--- config.mk ---
export PLATFORM = sky130hd
export DESIGN_NAME = lab_02
export DESIGN_NICKNAME = d
export VERILOG_FILES = /design/src/rtl/lab_02.sv
export SDC_FILE = /design/constraint.sdc
export NUM_CORES = 1
export LEC_CHECK = 0
export ABC_AREA = 1
export CELL_PAD_IN_SITES_DETAIL_PLACEMENT = 0
export CELL_PAD_IN_SITES_GLOBAL_PLACEMENT = 2
export CORE_MARGIN = 2
export CORE_UTILIZATION = 22
export DETAILED_ROUTE_END_ITERATION = 7
export GPL_TIMING_DRIVEN = 1
export HOLD_SLACK_MARGIN = 0.05
export PLACE_DENSITY_LB_ADDON = 0.1
export SLEW_MARGIN = 15
export SYNTH_ARGS = -nofsm -noshare
export SYNTH_HDL_FRONTEND = slang
export SYNTH_HIERARCHICAL = 1
export SYNTH_SLANG_ARGS = --single-unit
--- constraint.sdc ---
create_clock -name clk -period 2.2 [get_ports clk]
set_input_delay 0.55 -clock clk [delete_from_list [all_inputs] [get_ports clk]]
set_output_delay 0.55 -clock clk [all_outputs]
set_load 0.02 [all_outputs]
--- src/rtl/lab_02.sv ---
// Text-adventure controller: a room FSM and a sword FSM.
// win/die decode the terminal rooms straight from the room state.
package lab_02_pkg;
  typedef enum logic [2:0] {
    CAVE   = 3'b000,
    TUNNEL = 3'b001,
    RIVER  = 3'b010,
    STASH  = 3'b011,
    DEN    = 3'b100,
    VAULT  = 3'b101,
    GRAVE  = 3'b110
  } room_t;
endpackage

module lab_02_sword
  import lab_02_pkg::*;
(
  input  logic  clk,
  input  logic  reset,
  input  room_t state,
  output logic  sword
);
  always_ff @(posedge clk) begin
    if (!reset)
      sword <= 1'b0;
    else if (state == STASH)
      sword <= 1'b1;
  end
endmodule

module lab_02_room
  import lab_02_pkg::*;
(
  input  logic  clk,
  input  logic  reset,
  input  logic  n,
  input  logic  s,
  input  logic  e,
  input  logic  w,
  input  logic  sword,
  output room_t state,
  output logic  win,
  output logic  die
);
  logic go_n, go_s, go_e, go_w;

  // only the highest-priority direction counts
  always_comb begin
    go_n = n;
    go_s = s & ~n;
    go_e = e & ~n & ~s;
    go_w = w & ~n & ~s & ~e;
  end

  always_ff @(posedge clk) begin
    if (!reset) begin
      state <= CAVE;
    end else begin
      case (state)
        CAVE:
          if (go_e) state <= TUNNEL;
        TUNNEL:
          unique case (1'b1)
            go_s:    state <= RIVER;
            go_w:    state <= CAVE;
            default: state <= TUNNEL;
          endcase
        RIVER:
          unique case (1'b1)
            go_n:    state <= TUNNEL;
            go_e:    state <= DEN;
            go_w:    state <= STASH;
            default: state <= RIVER;
          endcase
        STASH:
          if (go_e) state <= RIVER;
        DEN:
          state <= sword ? VAULT : GRAVE;
        VAULT:
          state <= VAULT;
        GRAVE:
          state <= GRAVE;
        default:
          state <= CAVE;
      endcase
    end
  end

  assign win = (state == VAULT);
  assign die = (state == GRAVE);
endmodule

module lab_02
  import lab_02_pkg::*;
(
  input  logic clk,
  input  logic reset,
  input  logic n,
  input  logic s,
  input  logic e,
  input  logic w,
  output logic win,
  output logic die
);
  room_t state;
  logic  sword;

  lab_02_room room (
    .clk   (clk),
    .reset (reset),
    .n     (n),
    .s     (s),
    .e     (e),
    .w     (w),
    .sword (sword),
    .state (state),
    .win   (win),
    .die   (die)
  );

  lab_02_sword sword_fsm (
    .clk   (clk),
    .reset (reset),
    .state (state),
    .sword (sword)
  );
endmodule

==> flow_summary.ini <==
[route]
firstDrtPassIters = 4
num_vias = 331
avgRoutedWirePerCell_um = 8.53
first_iter_violations = 1
vias_per_cell = 4.24
route.detailed.drc = 0
ant_nets = 0
wirelength_um = 665

[synthesis]
synthCells = 53
ys_top_cells_by_area = dfxtp_1 (27%), inv_1 (15%), nand2_1 (15%)
synth_nets = 59
synthArstFlopShare = 0
synth_seq_cells = 4
synth_edf_count = 0
ys.warnings.count = 6
synthTopCellsByCount = inv_1 (12), nand2_1 (12), nor2_1 (9)
netlist_area_um2 = 297
avgSynthCellArea_um2 = 5.59
yosysTopAreaCell = dfxtp_1
synth-seq-area-share = 0.270
synth_cell_type_count = 13
synthFlopType = dfxtp_1
synth_top_area_frac = 0.270

[worst_setup_path]
crit_family = buffers and inverters
r2r-start = room/state[2]
cp_data_required_time_ps = 1650
critPathKind = reg -> out
ff2ff_setup_slack_ps = 1040
cp.arrival_ps = 1480
endpoint_kind = output port
r2r_end = room/state[0]
crit_path_cell_trace = nand3_1, inv_1, clkdlybuf4s50_1
cp_slowest_cell = clkdlybuf4s50_1
max_stage_delay_ps = 590
critPathBufInv = 2
crit_path_start_kind = register
path_max_fanout = 7
r2r_cells = 7

[cts]
cts.sinks = 4
postCtsHoldBufs = 0
numCtsBuffers = 3
post_cts_buffers = 0
clk_pin_slew_worst_paths_ps = 40
root_buffer = clkbuf_4
clk_latency_ps = 230
cts_max_level = 1
cts_buffer_depth = 2
cts_tree = built
cts_resized = 0

[floorplan]
dieArea_mm2 = 0.00166
die_y_um = 40.7
io-pin-count = 8
coreArea_mm2 = 0.00128
die_w_um = 40.7
rows = 13
initial_core_util = 0.231

[finish]
ff_latch_area_um2 = 80.1
drive_gt1_frac = 0.0794
diodes = 0
syn_to_final_growth_pct = 37.6
filler_cell_count = 148
multi_input_area_um2 = 171
fin_nets = 71

[place]
place.gp.congestion = 0.718
place.port_buffers = 7
place_hpwl_um = 549

[sta]
drv_slew = 0
min_period_ps = 2030
finalHoldViolations = 0
tightest_slew_ps = 258
slew_headroom = 0.827
post-route-period-util = 0.921
finalSetupTns_ps = 0
setup_violations = 0
fin_skew_ps = 7.06
rsz0062_at_grt = no
fmax_mhz = 494

[power]
p_comb_frac = 0.131
p_leak_nw = 0.207
power_switching_mw = 0.0440
power.total_mw = 0.192
internal_power_mw = 0.148
power_density_mw_per_mm2 = 471
seqPwrFrac = 0.394
power_frac_clock = 0.475
switching_share = 0.229
peakVddDrop_v = 0.000161

[worst_hold_path]
hold_path.class = reg -> reg
min_to = sword_fsm/sword
hold_path_depth = 2
hold_start = sword_fsm/sword

[global_route]
grt_pass1_wl_mm = 1.12
grt_pass1_vias = 276
grt_max_degree = 8
grt_overflow = 0
grt_usage = 0.105
antenna_found_initial = 0

[run]
cap_violations = 0

[run_status]
outcome = completed
==> kinds of logic after synthesis <==
family                 share of synthesized area
AND/OR/NAND/NOR                            0.456
buffers and inverters                      0.152
AO/OA/AOI/OAI                              0.122
flip-flops                                 0.270
==> metrics by stage <==
step                cell area, µm²  setup slack, ps  std cells  utilization  hold slack (ps)
CTS                            408              168         78        0.317              487
floorplan                      297             1000         53            -              451
global route                   408             62.7         78        0.317              506
global placement               385              377         75        0.300              474
detailed placement             385              423         75        0.300              480
finish                         408              174         78        0.317              483
==> worst max path at each step <==
stage / to / startpoint / cells past startpoint
2_1_floorplan: die / room/state[2] / 2
3_3_place_gp: die / room/state[2] / 3
3_5_place_dp: win / room/state[2] / 3
4_1_cts: die / room/state[2] / 3
5_1_grt: die / room/state[1] / 3
6_report: win / room/state[2] / 3
==> registers in the layout, summed over array words and instances (netlist names) <==
name	flops
room/state	3
sword_fsm/sword	1
==> worst min-delay path: cells and delay by family, from the launching register on <==
family / cells / cell delay (ps)
AOI/OAI and AO/OA: 1 / 50
buffers and inverters: 1 / 70
DFF: 1 / 320
==> power by group through the flow <==
stage	Sequential (mW)	Combinational, mW	Clock [mW]
3_3_place_gp	0.0769	0.0264	0
5_1_grt	0.0760	0.0296	0.106
3_5_place_dp	0.0771	0.0254	0
6_report	0.0758	0.0252	0.0914
4_1_cts	0.0758	0.0256	0.0950
2_1_floorplan	0.0766	0.0124	0
==> layer usage <==
| layer | part of all wire | track usage |
|---|---|---|
| met1 | 0.53 | 0.152 |
| met2 | 0.42 | 0.147 |
| met3 | 0.044 | 0.0489 |
| met4 | 0 | 0 |
| met5 | 0 | 0 |
==> cells in the final DEF, fill, tap and decap left out <==
cell,synthesis,final
clkdlybuf4s50_1,0,7
dfxtp_1,4,4
clkbuf_4,0,3
nor3_1,2,2
o21ai_1,1,1
o211ai_1,1,1
inv_1,12,12
nand3_2,1,1
and3_1,1,1
o21ai_0,1,1
nand3_1,6,6
nand2_1,12,12
a21oi_1,2,2
nor2_1,9,9
a21oi_2,1,1
==> layout make-up <==
| cell class | count | area share |
|---|---|---|
| multi-input cells | 37 | 0.420 |
| well taps | 15 | 0.0460 |
| clock buffers | 3 | 0.0552 |
| flip-flops and latches | 4 | 0.196 |
| repair buffers | 7 | 0.172 |
| inverters | 12 | 0.110 |
Note: power is estimated with default switching activity, not from simulation.
